==> config.mk <==
export PLATFORM = sky130hd
export DESIGN_NAME = mux_rr_arbiter
export DESIGN_NICKNAME = d
export VERILOG_FILES = /design/src/rtl/mux_rr_arbiter.sv
export SDC_FILE = /design/constraint.sdc
export NUM_CORES = 1
export LEC_CHECK = 0
export ABC_CLOCK_PERIOD_IN_PS = 5700
export CAP_MARGIN = 20
export CORE_MARGIN = 8
export CORE_UTILIZATION = 40
export DETAILED_ROUTE_END_ITERATION = 6
export PLACE_DENSITY = 0.61
export SYNTH_ARGS = -nofsm -noshare
export SYNTH_HDL_FRONTEND = slang
export SYNTH_SLANG_ARGS = --single-unit
==> constraint.sdc <==
create_clock -name clock -period 5.7 [get_ports clock]
set_input_delay 1.425 -clock clock [delete_from_list [all_inputs] [get_ports clock]]
set_output_delay 1.425 -clock clock [all_outputs]
set_load 0.01 [all_outputs]
==> src/rtl/mux_rr_arbiter.sv <==
`default_nettype none
// ============================================================================
// Module   : mux_rr_arbiter
// Brief    : Eight-way round-robin arbiter owning the shared 8:1 mux select,
//            with a hold-time limit that forces hand-over under contention.
// Revision : 1.0 - initial release
// ============================================================================
module mux_rr_arbiter #(
    parameter int HOLD_MAX = 16
) (
    input  logic       clock,
    input  logic       reset,
    input  logic [7:0] req,
    output logic [7:0] grant,
    output logic [2:0] sel,
    output logic       busy,
    output logic       preempt
);

    localparam logic [0:0] c_st_idle   = 1'b0;
    localparam logic [0:0] c_st_grant  = 1'b1;
    localparam logic [7:0] c_hold_last = 8'(HOLD_MAX - 1);

    logic [0:0] r_state;
    logic [7:0] r_grant;
    logic [2:0] r_sel;
    logic [2:0] r_ptr;
    logic [7:0] r_hold_cnt;
    logic       r_busy;
    logic       r_preempt;

    logic [7:0] w_others;
    logic [7:0] w_cand;
    logic [2:0] w_idx;
    logic [2:0] w_winner;
    logic       w_found;
    logic       w_release;
    logic       w_timeout;

    // The owner is masked out, so a hand-over can never re-grant it.
    assign w_others  = req & ~r_grant;
    assign w_cand    = (r_state == c_st_idle) ? req : w_others;
    assign w_release = ~req[r_sel];
    assign w_timeout = (r_hold_cnt == c_hold_last);

    // Scan from highest offset down so the lowest offset from r_ptr wins.
    always_comb begin
        w_found  = 1'b0;
        w_winner = r_ptr;
        w_idx    = 3'd0;
        for (int i = 7; i >= 0; i--) begin
            w_idx = r_ptr + 3'(i);
            if (w_cand[w_idx]) begin
                w_found  = 1'b1;
                w_winner = w_idx;
            end
        end
    end

    always_ff @(posedge clock) begin
        if (reset) begin
            r_state    <= c_st_idle;
            r_grant    <= 8'h00;
            r_sel      <= 3'd0;
            r_ptr      <= 3'd0;
            r_hold_cnt <= 8'd0;
            r_busy     <= 1'b0;
            r_preempt  <= 1'b0;
        end else begin
            r_preempt <= 1'b0;
            if (r_state == c_st_idle) begin
                if (w_found) begin
                    r_state    <= c_st_grant;
                    r_grant    <= 8'h01 << w_winner;
                    r_sel      <= w_winner;
                    r_ptr      <= w_winner + 3'd1;
                    r_hold_cnt <= 8'd0;
                    r_busy     <= 1'b1;
                end
            end else begin
                if ((w_release || w_timeout) && w_found) begin
                    r_grant    <= 8'h01 << w_winner;
                    r_sel      <= w_winner;
                    r_ptr      <= w_winner + 3'd1;
                    r_hold_cnt <= 8'd0;
                    r_preempt  <= ~w_release;
                end else if (w_release) begin
                    r_state <= c_st_idle;
                    r_grant <= 8'h00;
                    r_busy  <= 1'b0;
                end else if (!w_timeout) begin
                    r_hold_cnt <= r_hold_cnt + 8'd1;
                end
            end
        end
    end

    assign grant   = r_grant;
    assign sel     = r_sel;
    assign busy    = r_busy;
    assign preempt = r_preempt;

endmodule
`default_nettype wire

==> flow_metrics.py, run 1 <==
metrics = {
    "clock_network": {
        "cts-root-buf": "clkbuf_8",
        "numCtsBuffers": 3,
        "path_clk_slew_ps": 90,
        "clockBufferDepth": 2,
        "h-tree-depth": 1,
        "cts_post_setup_buffers_inserted": 0,
        "cts_tree": "done",
        "cts_hold_buf": 0,
        "cts_resized": 0,
        "insertion_delay_ps": 270,
        "cts.sinks": 25,
    },
    "synth": {
        "synth_area_per_cell_sq_um": 9.44,
        "synth.distinct_cells": 61,
        "syn_area_sq_um": 2290,
        "async_flop_share_pct": 0,
        "synth_cells": 243,
        "ys_seq_area_share_pct": 21.8,
        "synth_top_cell_area_share_pct": 21.8,
        "synthesis.nets": 257,
        "synth_edf_count": 0,
        "post-synth-top-area-cell": "dfxtp_1",
        "synth-main-ff-cell": "dfxtp_1",
        "yosysWarnings": 0,
        "ys_ff_latch": 25,
        "netlist_top_cells_area": "dfxtp_1 (22%), mux4_2 (12%), mux4_1 (6.9%), nor2_1 (3.8%), a21oi_1 (3.5%)",
    },
    "finish": {
        "nNetsFinal": 271,
        "drive_above_1_share_pct": 14.8,
        "post-route-util_pct": 46.7,
        "diodes": 0,
        "layout_common_cells": "dfxtp_1 (25), nor2_1 (23), clkdlybuf4s50_1 (22), a21oi_1 (16)",
        "regArea_sq_um": 500,
        "multi_input_area_sq_um": 1660,
        "fillers": 551,
        "syn2layout_area_growth_pct": 12.7,
        "final_common_cell": "dfxtp_1",
    },
    "timing": {
        "tns_ps": 0,
        "fmax_ghz": 0.220,
        "finalHoldViolCount": 0,
        "worst_pin_slew_ps": 1040,
        "finalMaxSlewViolations": 0,
        "relSlewSlack_pct": 30.3,
        "rsz0062_at_grt": "no",
        "finalSetupViolCount": 0,
        "fin_crit_sh_pct": 79.7,
        "fin_crit_ps": 4540,
        "fin_ws_ps": 1160,
        "finClkSkew_ps": 6.08,
    },
    "worst_setup_path": {
        "critPathMaxFanout": 17,
        "cp.required_ps": 5830,
        "setup.worst_path.end_class": "flip-flop",
        "worst-setup-path-type": "in2reg",
        "path_cells": "clkdlybuf4s50_1 > a21boi_0 > mux4_2 > mux2i_1 > nand2_1 > a211oi_2 > nor2_1 > nand3_1 > o32ai_1",
        "worstSetupStartpointType": "input pin",
        "slowest_delay_ps": 820,
        "worst-path-buf-inv": 1,
        "worstPathArrival_ps": 4680,
        "critical_path.slowest_cell": "a211oi_2",
        "critPathTopFamily": "compound AO/OA/AOI/OAI gates",
    },
    "detailed_routing": {
        "routed_via_density": 6.00,
        "drt_iter0_drc": 142,
        "wl_mm": 5.89,
        "vias": 1967,
        "first_pass_iters": 4,
        "wl_per_cell_um": 18.0,
        "drtAntennaViolNets": 0,
        "route.detailed.drc": 0,
    },
    "floorplanning": {
        "core-area_sq_um": 5540,
        "initial_core_util_pct": 41.4,
        "die_h_um": 91.7,
        "io_pins": 23,
        "rows": 27,
        "fp.dieW_um": 91.7,
        "die_area_sq_um": 8410,
    },
    "global_routing": {
        "grt_pass1_vias": 1955,
        "grt_pass1_wl_mm": 9.93,
        "overflow": 0,
        "grt_antenna_before_repair": 0,
        "grt_max_degree": 23,
        "grt_usage_pct": 14.0,
    },
    "pwr": {
        "total_leakage_power_uw": 0.000904,
        "pwr_density_cell_nw_per_um2": 545,
        "vdd_ir_drop_max_v": 0.000232,
    },
    "place": {
        "hpwl_mm": 4.48,
        "preCtsSetupSlack_ps": 888,
        "io_buffers": 22,
        "gp_congestion": 0.874,
    },
    "outcome": {
        "status": "complete, no violations",
    },
    "run": {
        "cap_violations": 0,
    },
    "worst_hold_path": {
        "hp-class": "reg2reg",
    },
}
layer usage:
| metal | track usage [%] | vias to the layer above | routed length (um) |
|---|---|---|---|
| li1 | - | 968 | - |
| met1 | 19.2 | 955 | 2950 |
| met2 | 22.0 | 40 | 2710 |
| met3 | 2.12 | 4 | 193 |
| met4 | 4.56 | 0 | 44 |
| met5 | 0 | - | 0 |
power by group:
part	total (uW)	internal, uW	switching [uW]	leakage (uW)
Sequential	278	213	65.0	0.000204
Combinational	1020	459	563	0.000679
Clock	109	49.6	59.9	0.0000217
cell families after synthesis:
logic type,synth area share (%)
adder cells (fa/ha/maj),2.18
XOR/XNOR,3.00
AO/OA/AOI/OAI,25.2
AND/OR/NAND/NOR,14.8
flip-flops,21.8
buffers and inverters,6.11
multiplexers,27.0
metrics by stage:
step                hold WS (ps)  instance area [sq um]  power, uW  instances
floorplan                    465                   2290       1060        243
global placement             480                   2540       1300        324
detailed placement           478                   2540       1290        324
CTS                          493                   2580       1410        328
global route                 524                   2580       1510        328
finish                       491                   2580       1410        328
final cells by class:
cell class / count / share of cell area [%]
Multi-Input combinational cell: 188 / 64.1
Sequential cell: 25 / 19.4
Timing Repair Buffer: 23 / 8.81
Tap cell: 72 / 3.48
Inverter: 16 / 2.32
Clock buffer: 3 / 1.60
Clock inverter: 1 / 0.290
tightest hold or removal path, cell delays in order, from the launching register on:
cell     delay [ps]
dfxtp_1         340
inv_1            50
o32ai_1          50
registers in the layout, summed over array words and instances, names as in the netlist:
register	count
grant	8
busy	1
sel	3
r_state	1
r_hold_cnt	8
r_ptr	3
preempt	1
cell usage after synthesis (3+ instances only):
cell type  instances
nand3b_1           3
clkbuf_1           9
ha_1               4
mux4_2            12
xnor2_1            3
mux4_1             6
nand2_1           14
a211oi_1           3
dfxtp_1           25
o21ai_0           12
o32ai_1            7
nor2_1            23
nor3_1             3
xor2_1             3
nand2b_1           5
buf_6              3
a21oi_1           16
nand3_1            6
nor4_1             3
a21bo_2            3
inv_1             14
a21boi_1           3
a21boi_0           4
mux2i_4            3
o211ai_1           8
mux2i_1            7
worst paths after layout:
path | from | to | depth (start not counted) | slack, ps
setup / recovery | req[7] | grant[1] | 9 | 1160
hold / removal | grant[0] | grant[0] | 2 | 490
setup reg to reg | r_ptr[1] | grant[1] | 10 | 1470
hold reg to reg | grant[0] | grant[0] | 2 | 490
Power figures use the tool's default switching activity.
==> inputs of run 2 (changes only) <==
- ABC_CLOCK_PERIOD_IN_PS: 5700 -> 4240
- clock period: 5.7 -> 4.24 ns (I/O delays scaled with it)
==> run 2 against run 1 <==
  * Count of clock-buffer cells in the layout stayed put
  * Final cell count is 3.7% higher
  * Die area stayed put
  * Cell area is 3.5% higher
  * Clock power is 35% higher
  * Critical path depth stayed put
  * Flip-flop and latch count stayed put
  * Sequential share of layout area is 0.65 points lower
  * Non-clock buffer count is 12 higher
  * Combinational power is 44% higher
  * Largest cell class unchanged
==> flow_metrics.py, run 2 (same netlist as run 1, synthesis figures left out) <==
metrics = {
    "outcome": {
        "status": "complete, no violations",
    },
    "finish": {
        "nNetsFinal": 283,
        "syn2layout_area_growth_pct": 16.6,
        "diodes": 0,
        "drive_above_1_share_pct": 18.7,
        "instances_no_fill": 340,
        "final_common_cell": "dfxtp_1",
        "layout_common_cells": "dfxtp_1 (25), nor2_1 (23), clkdlybuf4s50_1 (22), a21oi_1 (16)",
    },
    "global_routing": {
        "grt_usage_pct": 14.6,
        "grt_pass1_wl_mm": 10.2,
        "grt_antenna_before_repair": 0,
        "overflow": 0,
        "grt_max_degree": 23,
        "grt_pass1_vias": 2000,
    },
    "place": {
        "io_buffers": 22,
        "hpwl_mm": 4.72,
        "place_inst": 336,
        "preCtsSetupSlack_ps": 108,
        "gp_congestion": 0.913,
    },
    "clock_network": {
        "cts-root-buf": "clkbuf_8",
        "cts_hold_buf": 0,
        "insertion_delay_ps": 270,
        "numCtsBuffers": 3,
        "cts_tree": "done",
        "path_clk_slew_ps": 90,
        "h-tree-depth": 1,
        "cts_resized": 0,
        "cts_post_setup_buffers_inserted": 0,
        "cts.sinks": 25,
        "clockBufferDepth": 2,
    },
    "timing": {
        "tns_ps": 0,
        "worst_pin_slew_ps": 664,
        "fin_crit_sh_pct": 90.9,
        "rsz0062_at_grt": "no",
        "fin_ws_ps": 386,
        "finalHoldViolCount": 0,
        "finClkSkew_ps": 3.96,
        "finalMaxSlewViolations": 0,
        "relSlewSlack_pct": 55.7,
        "fin_crit_ps": 3850,
        "finalSetupViolCount": 0,
        "fmax_ghz": 0.259,
    },
    "worst_setup_path": {
        "slowest_delay_ps": 570,
        "worst-path-buf-inv": 1,
        "worst-setup-path-type": "in2reg",
        "path_cells": "clkdlybuf4s50_1 > a21boi_1 > mux2i_1 > mux4_2 > o211ai_2 > a31oi_4 > xnor2_2 > or4_1 > o32ai_1",
        "critPathMaxFanout": 9,
        "critPathTopFamily": "compound AO/OA/AOI/OAI gates",
        "worstSetupStartpointType": "input pin",
        "rr_endpoint": "grant[5]",
        "cp.required_ps": 4420,
        "critical_path.slowest_cell": "or4_1",
        "worst-r2r-setup-slack_ps": 740,
        "reg2regPathDepth": 10,
        "worstPathArrival_ps": 4040,
        "r2r_start": "r_ptr[1]",
        "setup.worst_path.end_class": "flip-flop",
    },
    "pwr": {
        "combPwrFrac_pct": 74.1,
        "p_clk_share_pct": 7.4,
        "swShare_pct": 47.5,
        "seqPwrFrac_pct": 18.6,
        "internal_power_uw": 1040,
        "vdd_ir_drop_max_v": 0.000458,
        "pwr_density_cell_nw_per_um2": 743,
        "total_leakage_power_uw": 0.000961,
        "p_switching_uw": 944,
        "total_power_uw": 1990,
    },
    "detailed_routing": {
        "vias": 2000,
        "route.detailed.drc": 0,
        "wl_mm": 6.15,
        "first_pass_iters": 4,
        "wl_per_cell_um": 18.1,
        "routed_via_density": 5.88,
        "drtAntennaViolNets": 0,
        "drt_iter0_drc": 165,
    },
    "floorplanning": {
        "rows": 27,
        "die_area_sq_um": 8410,
        "fp.dieW_um": 91.7,
        "io_pins": 23,
        "core-area_sq_um": 5540,
        "die_h_um": 91.7,
        "initial_core_util_pct": 41.4,
    },
    "run": {
        "cap_violations": 0,
    },
    "worst_hold_path": {
        "hp-class": "reg2reg",
        "holdPathStages": 2,
        "min-delay-start": "grant[2]",
        "worstHoldEndpoint": "grant[2]",
    },
}
==> run 2: changes by cell type in the layout (fill, tap and decap cells not counted), sizes merged <==
cell / previous run / this run
buf: 1 / 13
==> run 2: area by class of cell <==
cell class / instances / area [sq um]
Sequential cell: 25 / 500
Tap cell: 72 / 90.1
Multi-Input combinational cell: 188 / 1660
Clock buffer: 3 / 41.3
Timing Repair Buffer: 35 / 318
Fill cell: 538 / 2870
Clock inverter: 1 / 7.51
Inverter: 16 / 60.1
==> run 2: metrics by stage <==
stage | hold slack (ps) | instance area (sq um) | util, %
2_1_floorplan | 465 | 2290 | -
3_3_place_gp | 464 | 2630 | 47.4
3_5_place_dp | 473 | 2630 | 47.4
4_1_cts | 489 | 2680 | 48.3
5_1_grt | 516 | 2680 | 48.3
6_report | 484 | 2680 | 48.3
==> run 2: how the worst max path moves through the flow <==
stage	end	slack [ps]	startpoint	cells after the start
floorplan	grant[7]	840	req[3]	8
global placement	grant[7]	190	req[0]	9
detailed placement	grant[5]	110	req[3]	9
CTS	grant[5]	380	req[5]	9
global route	grant[5]	190	req[0]	9
finish	grant[5]	390	req[0]	9
==> run 2: layer usage <==
| layer | vias to the layer above | wire (um) | global-route usage (%) |
|---|---|---|---|
| li1 | 986 | - | - |
| met1 | 960 | 3060 | 19.7 |
| met2 | 47 | 2780 | 23.5 |
| met3 | 7 | 259 | 2.61 |
| met4 | 0 | 45 | 3.36 |
| met5 | - | 0 | 0 |
==> run 2: tightest hold or removal path, cell delays in order, from the launching register on <==
cell	delay [ps]
dfxtp_1	330
inv_1	50
o32ai_1	60
==> run 2: power groups by stage <==
stage	Clock (uW)	Sequential, uW	Combinational (uW)
floorplan	0	343	1080
global placement	0	375	1450
detailed placement	0	375	1440
CTS	150	371	1460
global route	163	381	1580
finish	147	369	1470
